### src/rtl/pulse_width_meter.sv
// Measures successive high/low pulse widths on an asynchronous sensor line in
// divided_clock ticks and emits one (width, level, overflow) record per finished pulse.
module pulse_width_meter #(
   parameter int COUNT_WIDTH = 16,
   parameter int SYNC_STAGES = 2
) (
   input  logic                   clock,
   input  logic                   reset_n,
   input  logic                   divided_clock,
   input  logic                   enable,
   input  logic                   data_in,
   output logic [COUNT_WIDTH-1:0] pulse_width,
   output logic                   pulse_level,
   output logic                   pulse_overflow,
   output logic                   pulse_valid,
   output logic                   busy
);

   localparam logic [COUNT_WIDTH-1:0] CNT_ZERO = {COUNT_WIDTH{1'b0}};
   localparam logic [COUNT_WIDTH-1:0] CNT_ONE  = {{(COUNT_WIDTH-1){1'b0}}, 1'b1};
   localparam logic [COUNT_WIDTH-1:0] CNT_MAX  = {COUNT_WIDTH{1'b1}};
   localparam logic [COUNT_WIDTH-1:0] CNT_PRE  = CNT_MAX - CNT_ONE;

   typedef enum logic [1:0] {
      IDLE    = 2'd0,
      ARMED   = 2'd1,
      MEASURE = 2'd2
   } state_t;

   state_t                 state_r;
   state_t                 state_next_s;
   logic [SYNC_STAGES-1:0] sync_r;
   logic                   line_s;
   logic                   line_prev_r;
   logic                   div_prev_r;
   logic                   tick_s;
   logic                   edge_s;
   logic [COUNT_WIDTH-1:0] cnt_r;
   logic [COUNT_WIDTH-1:0] cnt_next_s;
   logic                   ovf_r;
   logic                   ovf_next_s;
   logic                   rec_fire_s;
   logic                   rec_valid_r;
   logic [COUNT_WIDTH-1:0] rec_width_r;
   logic                   rec_level_r;
   logic                   rec_ovf_r;

   assign line_s = sync_r[SYNC_STAGES-1];
   assign tick_s = divided_clock & ~div_prev_r;
   assign edge_s = line_s ^ line_prev_r;

   // Synchroniser chain plus one-clock history of line and timebase
   always_ff @(posedge clock or negedge reset_n) begin
      if (!reset_n) begin
         sync_r      <= {SYNC_STAGES{1'b1}};
         line_prev_r <= 1'b1;
         div_prev_r  <= 1'b0;
      end else begin
         sync_r      <= {sync_r[SYNC_STAGES-2:0], data_in};
         line_prev_r <= line_s;
         div_prev_r  <= divided_clock;
      end
   end

   // Next-state, tick counter and record trigger
   always_comb begin
      state_next_s = state_r;
      cnt_next_s   = cnt_r;
      ovf_next_s   = ovf_r;
      rec_fire_s   = 1'b0;
      case (state_r)
         IDLE: begin
            cnt_next_s = CNT_ZERO;
            ovf_next_s = 1'b0;
            if (enable) begin
               state_next_s = ARMED;
            end else begin
               state_next_s = IDLE;
            end
         end
         ARMED: begin
            cnt_next_s = CNT_ZERO;
            ovf_next_s = 1'b0;
            if (!enable) begin
               state_next_s = IDLE;
            end else if (edge_s) begin
               state_next_s = MEASURE;
            end else begin
               state_next_s = ARMED;
            end
         end
         MEASURE: begin
            // Abort beats edge, edge beats tick: an open pulse is never reported
            if (!enable) begin
               state_next_s = IDLE;
               cnt_next_s   = CNT_ZERO;
               ovf_next_s   = 1'b0;
            end else if (edge_s) begin
               rec_fire_s = 1'b1;
               cnt_next_s = CNT_ZERO;
               ovf_next_s = 1'b0;
            end else if (tick_s && (cnt_r != CNT_MAX)) begin
               cnt_next_s = cnt_r + CNT_ONE;
               ovf_next_s = (cnt_r == CNT_PRE);
            end else begin
               cnt_next_s = cnt_r;
            end
         end
         default: begin
            state_next_s = IDLE;
            cnt_next_s   = CNT_ZERO;
            ovf_next_s   = 1'b0;
         end
      endcase
   end

   // State and counter registers
   always_ff @(posedge clock or negedge reset_n) begin
      if (!reset_n) begin
         state_r <= IDLE;
         cnt_r   <= CNT_ZERO;
         ovf_r   <= 1'b0;
      end else begin
         state_r <= state_next_s;
         cnt_r   <= cnt_next_s;
         ovf_r   <= ovf_next_s;
      end
   end

   // Record capture stage, taken while line_prev still holds the finished level
   always_ff @(posedge clock or negedge reset_n) begin
      if (!reset_n) begin
         rec_valid_r <= 1'b0;
         rec_width_r <= CNT_ZERO;
         rec_level_r <= 1'b0;
         rec_ovf_r   <= 1'b0;
      end else begin
         rec_valid_r <= rec_fire_s;
         if (rec_fire_s) begin
            rec_width_r <= cnt_r;
            rec_level_r <= line_prev_r;
            rec_ovf_r   <= ovf_r;
         end
      end
   end

   // Registered outputs; record fields hold until the next strobe
   always_ff @(posedge clock or negedge reset_n) begin
      if (!reset_n) begin
         pulse_valid    <= 1'b0;
         pulse_width    <= CNT_ZERO;
         pulse_level    <= 1'b0;
         pulse_overflow <= 1'b0;
         busy           <= 1'b0;
      end else begin
         pulse_valid <= rec_valid_r;
         busy        <= (state_next_s != IDLE);
         if (rec_valid_r) begin
            pulse_width    <= rec_width_r;
            pulse_level    <= rec_level_r;
            pulse_overflow <= rec_ovf_r;
         end
      end
   end

endmodule
### config.mk
export PLATFORM = sky130hd
export DESIGN_NAME = pulse_width_meter
export DESIGN_NICKNAME = d
export VERILOG_FILES = /design/src/rtl/pulse_width_meter.sv
export SDC_FILE = /design/constraint.sdc
export NUM_CORES = 1
export LEC_CHECK = 0
export ABC_AREA = 1
export ABC_CLOCK_PERIOD_IN_PS = 1800
export BUFFER_PORTS_ARGS = -buffer_cell sky130_fd_sc_hd__clkbuf_2
export CAP_MARGIN = 20
export CORE_MARGIN = 10
export CORE_UTILIZATION = 48
export DETAILED_ROUTE_END_ITERATION = 16
export GPL_ROUTABILITY_DRIVEN = 0
export GPL_TIMING_DRIVEN = 0
export PLACE_DENSITY = 0.66
export SYNTH_ARGS = -nofsm -noshare
export SYNTH_HDL_FRONTEND = slang
export SYNTH_SLANG_ARGS = --single-unit
### constraint.sdc
create_clock -name clock -period 1.8 [get_ports clock]
set_clock_uncertainty 0.15 [all_clocks]
set_input_delay 0.36 -clock clock [delete_from_list [all_inputs] [get_ports clock]]
set_output_delay 0.36 -clock clock [all_outputs]
set_load 0.03 [all_outputs]
# Yosys cells after proc, flatten, opt, wreduce, memory -nomap -nowiden

Index checks and enable logic that the tools add are counted.

Register bits: 62
Bits in latches: 0
Memory bits (writable): 0
Memories: 0
Input port bits: 5
Bits in read-only memories: 0

Multipliers: 0
Magnitude comparators: 0
Eq/ne operators: 5
Divide/modulo/power cells: 0
Add/subtract/negate cells: 1
Bitwise logic cells: 3
Reductions and logical operators: 3
Multiplexer cells: 16
Shift operators: 0

Operator list:

| kind                    | number |
|---|---|
| $mux W16                | 4 |
| $add A16 B1 Y16 const B | 1 |
| $eq A16 B16 Y1 const B  | 1 |
| $ne A16 B16 Y1 const B  | 1 |
| $mux W1                 | 8 |
| $mux W2                 | 3 |
| $pmux W2 S3             | 1 |
| $ne A4 B4 Y1 const B    | 1 |
| $eq A2 B1 Y1 const B    | 1 |
| $eq A2 B2 Y1 const B    | 1 |
| $logic_not A2 Y1        | 1 |
| $reduce_bool A2 Y1      | 1 |
| $and A1 B1 Y1           | 1 |
| $logic_and A1 B1 Y1     | 1 |
| $not A1 Y1              | 1 |
| $xor A1 B1 Y1           | 1 |

# Longest topological paths before layout

Gate-level depths: netlist of the first run.

Depth in word-level cells: 7
Mapped depth: 11

# Least setup slack after synthesis of the first run

Ideal clock, no wire load.

Path kind: register to register
From: register cnt_r[1]
To: register cnt_r[5]
Stages on the path, launching flop included: 10
Period minus slack after synthesis: 1660 ps
Setup time: 117 ps
Arrival time: 1393 ps
Required time: 1533 ps
Setup slack: 140 ps
Cells stage by stage: dfrtp_1 > ha_1 > inv_1 > nor2_4 > nand2_4 > o21ai_4 > nand2_4 > buf_6 > nand3_1 > nand2_1

Word-level cells in the longest chain between the ends: 5

RTL lines:

| element                | RTL line | source |
|---|---|---|
| from (decl)            | 38       | `logic [COUNT_WIDTH-1:0] cnt_r;` |
| from (signal assigned) | 125      | `cnt_r <= cnt_next_s;` |
| $add A16 B1 Y16        | 103      | `cnt_next_s = cnt_r + CNT_ONE;` |
| $mux W16               | 102      | `end else if (tick_s && (cnt_r != CNT_MAX)) begin` |
| $mux W16               | 98       | `end else if (edge_s) begin` |
| $mux W16               | 94       | `if (!enable) begin` |
| $mux W16               | 71       | `case (state_r)` |

Parallel ways exist; a longest one is shown, timed or not. The select of a mux whose other input is x is not followed.
A chain may end at the register's enable or synchronous reset.

# Final worst setup path of the first run

From: register rec_valid_r
To: register pulse_width[8]

RTL lines:

| element                | RTL line | source |
|---|---|---|
| from (decl)            | 43       | `logic rec_valid_r;` |
| from (signal assigned) | 138      | `rec_valid_r <= rec_fire_s;` |
| to (signal assigned)   | 159      | `pulse_width <= rec_width_r;` |
| to (decl)              | 12       | `output logic [COUNT_WIDTH-1:0] pulse_width,` |

No word-level cell between the ends.

==> flow_summary.toml, run 1 <==
[status]
status = "finished, violations left"
violations = "negative hold slack"

[logic_synthesis]
syn_nets = 305
ys_ff_latch = 62
yosysMostFrequentCell = "nand2_1"
netlist.area_leader.share_pct = 52.5
ys_top_cells_by_count = "nand2_1 (76), dfrtp_1 (59), inv_1 (32)"
synth_largest_area_cell = "dfrtp_1"
netlist_instances = 298
synth_edf_count = 0
syn-cell-area_mm2 = 0.00281
ys_async_sr_fraction_pct = 100
synth.area.top_cells = "dfrtp_1 (53%), nand2_1 (10%), mux2_2 (7.2%)"
syn_avg_cell_area_um2 = 9.43
yosys_warnings = 0
yosysUniqueCellTypes = 25
ys_seq_area_share_pct = 55.3
synthFlopType = "dfrtp_1"

[grt]
gr-usage-met3_pct = 4.09
use_met1_pct = 16.6
gr-usage-met2_pct = 19.8
first_global_vias = 2010
antenna_found_initial = 0
grt_pass1_wl_um = 9450
busiest_layer = "met2"
grtUsageTotal_pct = 12.9
grt_max_degree = 63
grt.overflow.total = 0

[pwr]
vdd.ir_drop.worst_mv = 0.801
p_leak_nw = 1.60
seqPwrFrac_pct = 51.1
p_total_mw = 2.82
clkPwrFrac_pct = 43.2
p_sw_mw = 0.698
power_density_mw_per_mm2 = 849
p_int_mw = 2.12
p_comb_share_pct = 5.7
power_switching_share_pct = 24.8

[timing]
drv_slew = 0
rsz0062_at_grt = "no"
finalSetupViolations = 0
period_share_pct = 94.4
fin_worst_hold_slack_ns = -0.0156
report.final.hold_viol_count = 16
fin_setup_tns_ns = 0
fmax_mhz = 589
slew_headroom_pct = 44.7
tightest_slew_ns = 0.830
fin_crit_ns = 1.70

[route]
routed_wl_um = 5560
vias = 2052
wire_per_inst_um = 13.2
drt-initial-drc-count = 91
drtAntennaViolNets = 0
drt-vias-per-instance = 4.89
drtPass1Iterations = 4
drc = 0

[setup_path]
crit_end = "pulse_width[8]"
crit_type = "register to register"
worstRegToRegCells = 3
cp.required_ns = 1.88
critPathMaxFanout = 10
cp.arrival_ns = 1.78
r2r_end = "pulse_width[8]"
regToRegStartpoint = "rec_valid_r"
rrSetupSlack_ns = 0.10
crit_path_start = "rec_valid_r"
cp-end-kind = "register"
start_kind = "register"

[final_layout]
diodes = 0
syn2layout_area_growth_pct = 18.1
fillCellCount = 496
fin_nets = 350
post-route-util_pct = 59.2
final_cell_area_mm2 = 0.00332
drive_above_1_share_pct = 26.7

[clock_network]
clk-insertion-delay-late_ns = 0.34
cts_tree = "built"
clockBufferDepth = 2
clock-sinks = 62
htree_num_levels = 3
numCtsBuffers = 9
clk_pin_slew_ns = 0.08
root_buffer = "clkbuf_8"

[die]
rows = 27
die_area_mm2 = 0.00932
io_pins = 25
start_util_pct = 50.1
die_y_um = 96.5
core_area_mm2 = 0.00561
die_x_um = 96.5

[place]
place_area_mm2 = 0.00302
io_buffers = 24
dp_hpwl_um = 3950

[hold_path]
hp-class = "input port to async pin"

[run]
max_cap_viol_count = 0
-- critical path: stages (launching register included) --
cell	delay (ns)
dfrtp_1	0.34
clkbuf_1	0.39
buf_2	0.33
mux2_2	0.36
-- how the worst min path moves through the flow --
stage / startpoint / endpoint / slack (ns) / cells past startpoint
3_5_place_dp: sync_r[0] / sync_r[1] / 0.20 / 0
4_1_cts: reset_n / div_prev_r / 0.02 / 1
6_report: reset_n / cnt_r[10] / -0.02 / 1
5_1_grt: reset_n / cnt_r[12] / 0.05 / 1
2_1_floorplan: reset_n / busy / -0.09 / 0
3_3_place_gp: sync_r[0] / sync_r[1] / 0.20 / 0
-- registers in the layout, summed over array words and instances (netlist names), 2 cells and up --
register / cells
cnt_r: 16
pulse_width: 16
rec_width_r: 16
state_r: 2
sync_r: 2
-- cells by family after synthesis --
logic type	share of synthesized area, %
XOR/XNOR	0.979
adder cells (fa/ha/maj)	0.890
buffers and inverters	6.05
multiplexers	7.21
flip-flops	55.3
AND/OR/NAND/NOR	23.1
AO/OA/AOI/OAI	6.50
-- final cells by class --
cell class	count	area (um2)	share of cell area [%]
inverter	33	126	3.81
clock inverter	7	73.8	2.22
clock buffer	9	124	3.73
buffer	7	48.8	1.47
sequential	62	1560	46.9
timing repair buffer	34	203	6.11
multi-input combinational	196	1100	33.1
tap	72	90.1	2.71
-- power groups by stage --
stage          logic (mW)  clock network [mW]  registers (mW)
2_1_floorplan      0.0700                   0            1.48
3_3_place_gp        0.148                   0            1.47
3_5_place_dp        0.150                   0            1.47
4_1_cts             0.159                1.25            1.44
5_1_grt             0.179                1.31            1.44
6_report            0.161                1.22            1.44
-- what timing repair did --
item                       CTS  global route
resized for setup            2             2
hold buffers                 2             0
hold endpoints to repair     2             0
setup endpoints to repair   13            33
buffers inserted             2             6
pin swaps                    2             2
-- per-layer routing --
metal	vias to the layer above	routed length [um]
li1	1048	-
met1	960	2690
met2	34	2490
met3	10	297
met4	0	78
met5	-	0
-- per-stage QoR --
step,cells,setup slack (ns)
floorplan,298,0.140
global placement,394,-0.111
detailed placement,394,-0.0921
CTS,414,0.0150
global route,420,0.00301
finish,420,0.101
-- cells in the final DEF (no fill, tap or decap), drive strengths merged --
master / instances
o21ai: 26
inv: 34
nand4: 5
a21oi: 3
xnor2: 1
dfstp: 3
nor3: 5
buf: 13
bufinv: 1
nand2: 81
dlygate4sd3: 2
clkinvlp: 1
ha: 2
o21bai: 2
clkinv: 4
dfrtp: 59
nor2: 32
nand3: 21
clkbuf: 35
mux2: 18
(Power assumes the default switching activity.)
==> run 2, diff against run 1 <==
RECOVER_POWER = 100   (was default)
==> flow_summary.toml, run 2 (same netlist as run 1, synthesis figures left out) <==
[status]
status = "finished, final reports clean"

[timing]
fmax_mhz = 590
slew_headroom_pct = 0.285
drv_slew = 0
rsz0062_at_grt = "no"
fin_crit_ns = 1.69
period_share_pct = 94.2
tightest_slew_ns = 1.50
fin_setup_tns_ns = 0
report.final.hold_viol_count = 0
finalSetupViolations = 0

[run]
max_cap_viol_count = 0

[grt]
grt_pass1_wl_um = 9450
gr-usage-met2_pct = 19.8
antenna_found_initial = 0
use_met1_pct = 16.6
grtUsageTotal_pct = 12.9
grt_max_degree = 63
busiest_layer = "met2"
grt.overflow.total = 0
gr-usage-met3_pct = 4.09
first_global_vias = 2010

[clock_network]
cts_tree = "built"
clk_pin_slew_ns = 0.08
clock-sinks = 62
clockBufferDepth = 2
root_buffer = "clkbuf_8"
htree_num_levels = 3
numCtsBuffers = 9
clk-insertion-delay-late_ns = 0.34

[setup_path]
max_stage_delay_ns = 0.39
path_depth = 3
cp.buffers_inverters = 2
crit_type = "register to register"
cp.required_ns = 1.88
cp.arrival_ns = 1.77
critPathMaxFanout = 10
cp-end-kind = "register"
worstRegToRegCells = 3
cp_top_family = "buffers and inverters"
slowest_stage = "clkbuf_1"
start_kind = "register"
worstPathCellList = "clkbuf_1 -> buf_2 -> mux2_2"

[route]
drtPass1Iterations = 4
drtAntennaViolNets = 0
drc = 0
vias = 2049
drt-initial-drc-count = 89
routed_wl_um = 5580
wire_per_inst_um = 13.3
drt-vias-per-instance = 4.88

[pwr]
power_switching_share_pct = 24.7
power_density_mw_per_mm2 = 855
p_comb_share_pct = 5.6
p_sw_mw = 0.695
vdd.ir_drop.worst_mv = 0.801
p_leak_nw = 1.53
p_int_mw = 2.12
seqPwrFrac_pct = 51.2
clkPwrFrac_pct = 43.2

[hold_path]
hold_depth = 0
hp-class = "register to register"

[die]
die_y_um = 96.5
rows = 27
die_area_mm2 = 0.00932
die_x_um = 96.5
core_area_mm2 = 0.00561
io_pins = 25
start_util_pct = 50.1

[place]
io_buffers = 24
dp_hpwl_um = 3950
place_area_mm2 = 0.00302

[final_layout]
diodes = 0
syn2layout_area_growth_pct = 17.0
final_cell_mix = "nand2_1 (77), dfrtp_1 (59), inv_1 (32)"
fin_nets = 350
final_common_cell = "nand2_1"
reg_top3 = "cnt_r (16), pulse_width (16), rec_width_r (16)"
final_cell_area_mm2 = 0.00329
drive_above_1_share_pct = 20.4
==> run 2: layout make-up <==
class | count | area (um2)
Fill cell | 504 | 2320
Sequential cell | 62 | 1560
Multi-Input combinational cell | 196 | 1100
Timing Repair Buffer | 34 | 174
Inverter | 33 | 126
Clock buffer | 9 | 124
Tap cell | 72 | 90.1
Clock inverter | 7 | 73.8
Buffer | 7 | 48.8
==> run 2: worst paths after layout <==
check / start / slack (ns) / endpoint
max in group asynchronous: reset_n / 0.38 / cnt_r[6]
setup / recovery: rec_valid_r / 0.11 / pulse_width[8]
hold / removal: sync_r[0] / 0.21 / sync_r[1]
hold reg to reg: sync_r[0] / 0.21 / sync_r[1]
setup reg to reg: rec_valid_r / 0.11 / pulse_width[8]
min in group asynchronous: reset_n / 0.22 / div_prev_r
==> run 2: power groups by stage <==
stage	Clock, mW	Sequential [mW]	Combinational [mW]
global placement	0	1.47	0.148
global route	1.31	1.44	0.176
CTS	1.25	1.44	0.159
finish	1.21	1.44	0.158
detailed placement	0	1.47	0.150
floorplan	0	1.48	0.0700
==> run 2: timing repair <==
| action | 4_1_cts | 5_1_grt |
|---|---|---|
| pin swaps | 2 | 2 |
| endpoints found under the hold margin | 2 | 0 |
| setup endpoints to repair | 13 | 33 |
| gates resized for setup | 2 | 2 |
| buffers inserted | 2 | 6 |
| hold buffers | 2 | 0 |
==> run 2: per-stage QoR <==
| step | total power, mW | setup WS, ns | utilization (%) | hold WS [ns] | instances |
|---|---|---|---|---|---|
| 6_report | 2.81 | 0.105 | 58.6 | 0.207 | 420 |
| 5_1_grt | 2.93 | 0.00301 | 58.6 | 0.213 | 420 |
| 4_1_cts | 2.85 | 0.0150 | 58.3 | 0.0175 | 414 |
| 3_5_place_dp | 1.62 | -0.0921 | 53.9 | 0.197 | 394 |
| 3_3_place_gp | 1.61 | -0.111 | 53.9 | 0.196 | 394 |
| 2_1_floorplan | 1.55 | 0.140 | - | -0.0856 | 298 |
==> run 2: routing by layer <==
layer / share of wire, % / vias up
met5: 0 / -
met4: 1.4 / 0
met3: 5.6 / 10
met2: 44 / 34
met1: 48 / 956
li1: - / 1049
